### src/rtl/ac97_rx_deframer_pkg.sv
// ac97_rx_deframer_pkg
// Shared constants for the AC-link receive deframer: FSM state encoding,
// default frame/slot geometry and the bit index at which each decoded slot ends.
package ac97_rx_deframer_pkg;

  localparam int unsigned FrameBitsDef = 256;
  localparam int unsigned SlotBitsDef  = 20;
  localparam int unsigned TagBits      = 16;

  // FSM encoding
  localparam logic [0:0] StHunt = 1'b0;
  localparam logic [0:0] StLock = 1'b1;

  // Index of the last bit of slot n (slot 0 is the tag).
  function automatic int unsigned slot_end(input int unsigned n, input int unsigned slot_bits);
    return TagBits - 1 + n * slot_bits;
  endfunction

  // Slot end indices for the default geometry.
  localparam int unsigned TagEnd   = slot_end(0, SlotBitsDef);  // 15
  localparam int unsigned Slot1End = slot_end(1, SlotBitsDef);  // 35
  localparam int unsigned Slot2End = slot_end(2, SlotBitsDef);  // 55
  localparam int unsigned Slot3End = slot_end(3, SlotBitsDef);  // 75
  localparam int unsigned Slot4End = slot_end(4, SlotBitsDef);  // 95

endpackage

### src/rtl/ac97_slot_shifter.sv
// ac97_slot_shifter
// MSB-first serial-in shift register holding the most recent Width bits of a slot.
// Ports:
//   clk_i      - clock (rising edge)
//   rst_ni     - asynchronous active-low reset
//   clr_i      - synchronous clear (takes priority over shift)
//   shift_en_i - shift bit_i into the LSB
//   bit_i      - serial input bit
//   data_o     - current register contents
module ac97_slot_shifter #(
  parameter int unsigned Width = 20
) (
  input  logic             clk_i,
  input  logic             rst_ni,
  input  logic             clr_i,
  input  logic             shift_en_i,
  input  logic             bit_i,
  output logic [Width-1:0] data_o
);

  logic [Width-1:0] shift_q, shift_d;

  always_comb begin
    shift_d = shift_q;
    if (clr_i) begin
      shift_d = '0;
    end else if (shift_en_i) begin
      shift_d = {shift_q[Width-2:0], bit_i};
    end
  end

  always_ff @(posedge clk_i or negedge rst_ni) begin
    if (!rst_ni) begin
      shift_q <= '0;
    end else begin
      shift_q <= shift_d;
    end
  end

  assign data_o = shift_q;

endmodule

### src/rtl/ac97_rx_deframer.sv
// ac97_rx_deframer
// Receives the AC-link SDATA_IN stream, aligns to frame sync and decodes the tag,
// the status register slots (1, 2) and the record PCM slots (3, 4).
// Ports:
//   AUDIO_BIT_CLK  - codec bit clock (capture on falling edge, logic on rising edge)
//   RESET_B        - asynchronous active-low reset
//   AUDIO_SYNC     - frame sync as driven to the codec
//   AUDIO_SDATA_IN - serial data from codec, MSB first
//   locked         - frame alignment acquired
//   tag            - last complete tag slot
//   status_addr/status_data/status_valid - status register read-back, one-cycle pulse
//   pcm_left/pcm_right/pcm_valid         - record PCM samples, one-cycle pulse
//   frame_err      - one-cycle pulse on sync misalignment or missing sync
module ac97_rx_deframer
  import ac97_rx_deframer_pkg::*;
#(
  parameter int unsigned FRAME_BITS = FrameBitsDef,
  parameter int unsigned SLOT_BITS  = SlotBitsDef
) (
  input  logic        AUDIO_BIT_CLK,
  input  logic        RESET_B,
  input  logic        AUDIO_SYNC,
  input  logic        AUDIO_SDATA_IN,
  output logic        locked,
  output logic [15:0] tag,
  output logic [6:0]  status_addr,
  output logic [15:0] status_data,
  output logic        status_valid,
  output logic [15:0] pcm_left,
  output logic [15:0] pcm_right,
  output logic        pcm_valid,
  output logic        frame_err
);

  localparam int unsigned CntW = $clog2(FRAME_BITS);

  // Default geometry resolves to the package's fixed indices.
  localparam bit IsDef = (SLOT_BITS == SlotBitsDef);
  localparam logic [CntW-1:0] LastBit = CntW'(FRAME_BITS - 1);
  localparam logic [CntW-1:0] EndTag  = CntW'(TagEnd);
  localparam logic [CntW-1:0] EndS1   = CntW'(IsDef ? Slot1End : slot_end(1, SLOT_BITS));
  localparam logic [CntW-1:0] EndS2   = CntW'(IsDef ? Slot2End : slot_end(2, SLOT_BITS));
  localparam logic [CntW-1:0] EndS3   = CntW'(IsDef ? Slot3End : slot_end(3, SLOT_BITS));
  localparam logic [CntW-1:0] EndS4   = CntW'(IsDef ? Slot4End : slot_end(4, SLOT_BITS));

  // Falling-edge capture of data and sync
  logic sync_f_q, sdata_f_q;

  always_ff @(negedge AUDIO_BIT_CLK or negedge RESET_B) begin
    if (!RESET_B) begin
      sync_f_q  <= 1'b0;
      sdata_f_q <= 1'b0;
    end else begin
      sync_f_q  <= AUDIO_SYNC;
      sdata_f_q <= AUDIO_SDATA_IN;
    end
  end

  logic [0:0]      state_q, state_d;
  logic [CntW-1:0] cnt_q, cnt_d;
  logic            sync_prev_q;
  logic [15:0]     tag_q, tag_d;
  logic [6:0]      slot1_addr_q, slot1_addr_d;
  logic [15:0]     slot3_q, slot3_d;
  logic [6:0]      status_addr_q, status_addr_d;
  logic [15:0]     status_data_q, status_data_d;
  logic            status_valid_q, status_valid_d;
  logic [15:0]     pcm_left_q, pcm_left_d;
  logic [15:0]     pcm_right_q, pcm_right_d;
  logic            pcm_valid_q, pcm_valid_d;
  logic            frame_err_q, frame_err_d;

  logic                 shift_clr, shift_en;
  logic [SLOT_BITS-1:0] shift_q;
  logic [SLOT_BITS-1:0] word;
  logic                 sync_rise;

  ac97_slot_shifter #(
    .Width (SLOT_BITS)
  ) u_shifter (
    .clk_i      (AUDIO_BIT_CLK),
    .rst_ni     (RESET_B),
    .clr_i      (shift_clr),
    .shift_en_i (shift_en),
    .bit_i      (sdata_f_q),
    .data_o     (shift_q)
  );

  // Slot word including the bit being processed this cycle.
  assign word      = {shift_q[SLOT_BITS-2:0], sdata_f_q};
  assign sync_rise = sync_f_q & ~sync_prev_q;

  always_comb begin
    state_d        = state_q;
    cnt_d          = cnt_q;
    tag_d          = tag_q;
    slot1_addr_d   = slot1_addr_q;
    slot3_d        = slot3_q;
    status_addr_d  = status_addr_q;
    status_data_d  = status_data_q;
    pcm_left_d     = pcm_left_q;
    pcm_right_d    = pcm_right_q;
    status_valid_d = 1'b0;
    pcm_valid_d    = 1'b0;
    frame_err_d    = 1'b0;
    shift_clr      = 1'b0;
    shift_en       = 1'b0;

    if (state_q == StHunt) begin
      shift_clr = 1'b1;
      if (sync_rise) begin
        state_d = StLock;
        cnt_d   = '0;
      end
    end else begin
      if (sync_rise) begin
        // The rise bit is treated as bit 255 wherever it lands.
        cnt_d     = '0;
        shift_clr = 1'b1;
        if (cnt_q != LastBit) begin
          frame_err_d = 1'b1;
        end
      end else if (cnt_q == LastBit) begin
        frame_err_d = 1'b1;
        state_d     = StHunt;
        cnt_d       = '0;
        shift_clr   = 1'b1;
      end else begin
        shift_en = 1'b1;
        cnt_d    = cnt_q + CntW'(1);
        if (cnt_q == EndTag) begin
          tag_d = word[15:0];
        end
        if (cnt_q == EndS1) begin
          slot1_addr_d = word[SLOT_BITS-2 -: 7];
        end
        if (cnt_q == EndS2 && tag_q[15] && tag_q[14] && tag_q[13]) begin
          status_addr_d  = slot1_addr_q;
          status_data_d  = word[SLOT_BITS-1 -: 16];
          status_valid_d = 1'b1;
        end
        if (cnt_q == EndS3) begin
          slot3_d = word[SLOT_BITS-1 -: 16];
        end
        if (cnt_q == EndS4 && tag_q[15] && (tag_q[12] || tag_q[11])) begin
          pcm_left_d  = tag_q[12] ? slot3_q : 16'h0000;
          pcm_right_d = tag_q[11] ? word[SLOT_BITS-1 -: 16] : 16'h0000;
          pcm_valid_d = 1'b1;
        end
      end
    end
  end

  always_ff @(posedge AUDIO_BIT_CLK or negedge RESET_B) begin
    if (!RESET_B) begin
      state_q        <= StHunt;
      cnt_q          <= '0;
      sync_prev_q    <= 1'b0;
      tag_q          <= '0;
      slot1_addr_q   <= '0;
      slot3_q        <= '0;
      status_addr_q  <= '0;
      status_data_q  <= '0;
      status_valid_q <= 1'b0;
      pcm_left_q     <= '0;
      pcm_right_q    <= '0;
      pcm_valid_q    <= 1'b0;
      frame_err_q    <= 1'b0;
    end else begin
      state_q        <= state_d;
      cnt_q          <= cnt_d;
      sync_prev_q    <= sync_f_q;
      tag_q          <= tag_d;
      slot1_addr_q   <= slot1_addr_d;
      slot3_q        <= slot3_d;
      status_addr_q  <= status_addr_d;
      status_data_q  <= status_data_d;
      status_valid_q <= status_valid_d;
      pcm_left_q     <= pcm_left_d;
      pcm_right_q    <= pcm_right_d;
      pcm_valid_q    <= pcm_valid_d;
      frame_err_q    <= frame_err_d;
    end
  end

  assign locked       = (state_q == StLock);
  assign tag          = tag_q;
  assign status_addr  = status_addr_q;
  assign status_data  = status_data_q;
  assign status_valid = status_valid_q;
  assign pcm_left     = pcm_left_q;
  assign pcm_right    = pcm_right_q;
  assign pcm_valid    = pcm_valid_q;
  assign frame_err    = frame_err_q;

endmodule
### config.mk
export PLATFORM = sky130hd
export DESIGN_NAME = ac97_rx_deframer
export DESIGN_NICKNAME = d
export VERILOG_FILES = /design/src/rtl/ac97_rx_deframer_pkg.sv /design/src/rtl/ac97_slot_shifter.sv /design/src/rtl/ac97_rx_deframer.sv
export SDC_FILE = /design/constraint.sdc
export NUM_CORES = 1
export LEC_CHECK = 0
export ABC_AREA = 1
export CELL_PAD_IN_SITES_DETAIL_PLACEMENT = 1
export CELL_PAD_IN_SITES_GLOBAL_PLACEMENT = 1
export CORE_MARGIN = 2
export CORE_UTILIZATION = 44
export CTS_BUF_LIST = sky130_fd_sc_hd__clkbuf_16
export DETAILED_ROUTE_END_ITERATION = 12
export PLACE_DENSITY = 0.83
export SYNTH_ARGS = -nofsm -noshare
export SYNTH_HDL_FRONTEND = slang
export SYNTH_HIERARCHICAL = 1
export SYNTH_SLANG_ARGS = --single-unit
### constraint.sdc
create_clock -name AUDIO_BIT_CLK -period 3.9 [get_ports AUDIO_BIT_CLK]
set_clock_uncertainty 0.05 [all_clocks]
set_input_delay 0.78 -clock AUDIO_BIT_CLK [delete_from_list [all_inputs] [get_ports AUDIO_BIT_CLK]]
set_output_delay 0.78 -clock AUDIO_BIT_CLK [all_outputs]
set_load 0.01 [all_outputs]
==> key figures <==
Status
  • Run status: finished clean

Logic synthesis
  • Synth Cell Area: 5635 sq um
  • Syn nets: 676
  • Post-Syn Instances: roughly 670
  • Avg Inst Size Synth: approximately 8.4 sq um
  • Yosys warns: 6

Drt
  • First-pass DRT Iterations: 5
  • Routed wire length: approximately 16 mm
  • DR WL/cell: between 15 and 20 um
  • Total number of vias: 4926
  • DRC Markers: 0
  • Vias per cell: 5.314
  • Initial DRC Count: approximately 290
  • Post-route ant nets: 0

Cells and area
  • Syn-to-layout area delta: 28.26%
  • Layout Utilization: approximately 58%
  • Non-Filler Instances: between 900 and 1000
  • Multi-input gate area: approximately 2000 sq um
  • Ant. Diodes: 0
  • Register Area: between 3000 and 4000 sq um
  • Number of fillers in the final layout: approximately 1500
  • Final #Nets: 750
  • Share of layout cells above drive strength 1: under 10%

Timing
  • Final-report hold violation count: 0
  • Slew headroom: 15.90%
  • Fin worst setup slack: around 0.14 ns
  • Finish-stage setup viols: 0
  • Max Transition Viols Final: 0
  • Post-route setup TNS: 0 ns
  • Slew of the pin with the lowest slew margin: between 1 and 1.5 ns

Setup path
  • Crit path capture type: flip-flop
  • WP data required: 4.15 ns
  • Critical setup path kind: flip-flop to flip-flop
  • Reg2Reg Depth: 10
  • Crit Reg-Reg Endpoint: tag[8]$_DFFE_PN0P_
  • Crit path DAT: 4.00 ns
  • R2R Path Start: sync_f_q$_DFF_NN0_
  • R2R Setup Slk: 0.14 ns
  • Crit path max fanout: 24
  • Startpoint types: flip-flop

CTS
  • CTS tree: yes
  • Clock slew at reported path FFs: about 0.05 ns
  • CTS Sinks: 128
  • Clock Tree Root: clkbuf_16
  • H-tree levels: 4
  • Max Root-Sink Buffers: 2
  • Clk_lat worst skew: 0.42 ns
  • CTS Buf Count: 17

Die
  • Core Area: ~13000 sq um
  • Die Width: 117.2 um
  • Core Rows: 41
  • Die height: approximately 120 um
  • Die area: 13730 sq um
  • Io pins: 79
  • Initial core utilization: 44.84%

Global route
  • Vias in the first global route: slightly above 5000
  • Total global routing overflow: 0
  • Tot GR Track Use: 25.45%
  • First-pass GRT wire length: approximately 26 mm
  • Largest net degree at the start of global routing: 70
  • Antenna violations before repair: 0

Power and ir drop
  • Leak: around 3.8 nW
  • Power density cells: 451.3 nW/um^2
  • Worst IR drop on VDD: roughly 0.25 mV

Placed design
  • Placed cell count: 893
  • DP Worst Slack: -0.001724 ns
  • RePlAce Congestion: just over 0.9
  • DPL Wire Length: between 10 and 15 mm
  • Port bufs: 78

Min path
  • Hold Path Class: input pin to async pin

Flow run
  • Number of max-cap violations: 0
## state kept, by name, indices dropped and copies added (netlist names), 7 cells and up
register / flops
u_shifter/data_o: 19
pcm_left: 16
pcm_right: 16
slot3_q: 16
status_data: 16
tag: 16
cnt_q: 8
slot1_addr_q: 7
status_addr: 7
## worst max-delay path by stage
stage                            start                       to  slack [ns]  cells after the start
floorplan           sync_f_q$_DFF_NN0_      tag[11]$_DFFE_PN0P_        0.20                     10
global placement    sync_f_q$_DFF_NN0_      tag[11]$_DFFE_PN0P_        0.16                     10
detailed placement  sync_f_q$_DFF_NN0_  slot3_q[14]$_DFFE_PN0P_      -0.002                     10
CTS                 sync_f_q$_DFF_NN0_       tag[8]$_DFFE_PN0P_        0.01                     10
global route        sync_f_q$_DFF_NN0_   slot3_q[3]$_DFFE_PN0P_      -0.009                     10
finish              sync_f_q$_DFF_NN0_       tag[8]$_DFFE_PN0P_        0.14                     10
## where the power goes
part	total (mW)	internal (mW)	switching [mW]
Combinational	0.216	0.0800	0.136
Sequential	1.42	1.37	0.0539
Clock	1.63	1.05	0.574
Total	3.26	2.50	0.764
## worst max-delay path, stage by stage (launching register included)
cell	delay, ns
dfrtn_1	0.35
inv_1	0.06
nor2_1	0.06
inv_2	0.10
ha_2	0.20
nand2_2	0.12
nor3_4	0.30
nand3_2	0.13
buf_6	0.20
nand2_1	0.09
o21ai_1	0.07
## area by class of cell
cell class              count  area share (%)
clock buffers              17           5.885
clock inverters            15           2.458
inverters                  65           3.427
multi-input cells         435           27.61
flip-flops and latches    128           44.31
well taps                 172           2.977
repair buffers             95           13.33
## per-layer routing
| layer | wire length, um | GRT usage [%] | part of all wire, % | vias up |
|---|---|---|---|---|
| li1 | - | - | - | 2285 |
| met1 | 7092 | 32.37 | 43 | 2471 |
| met2 | 8225 | 42.34 | 50 | 136 |
| met3 | 623 | 5.149 | 3.8 | 34 |
| met4 | 435 | 11.14 | 2.7 | 0 |
| met5 | 0 | 0 | 0 | - |
## layout by cell type (no fill, tap or decap), types with 4 or more instances in the layout
| cell | count |
|---|---|
| clkbuf_16 | 17 |
| buf_12 | 4 |
| nor2_2 | 4 |
| clkdlybuf4s50_1 | 77 |
| inv_1 | 66 |
| nand4_1 | 58 |
| o21ai_2 | 6 |
| dfrtp_1 | 126 |
| nand3_1 | 36 |
| buf_4 | 12 |
| o21ai_0 | 6 |
| nor2_1 | 20 |
| nand2_1 | 267 |
| bufinv_16 | 4 |
| o21ai_1 | 22 |
## repair_timing
item                       4_1_cts  5_1_grt
hold endpoints to repair         0        0
setup buffers                    0        2
hold buffers                     0        0
gates resized for setup          0        5
setup endpoints to repair        0       51
## through the flow
stage / power (mW) / hold slack [ns] / cell area, sq um
after floorplan: 1.542 / 0.3922 / 5635
after global placement: 1.632 / 0.4026 / 6584
after detailed placement: 1.647 / 0.4090 / 6584
after CTS: 3.276 / 0.1556 / 7187
after global routing: 3.360 / 0.1678 / 7228
final: 3.262 / 0.1652 / 7228
Note: power is estimated with default switching activity, not from simulation.
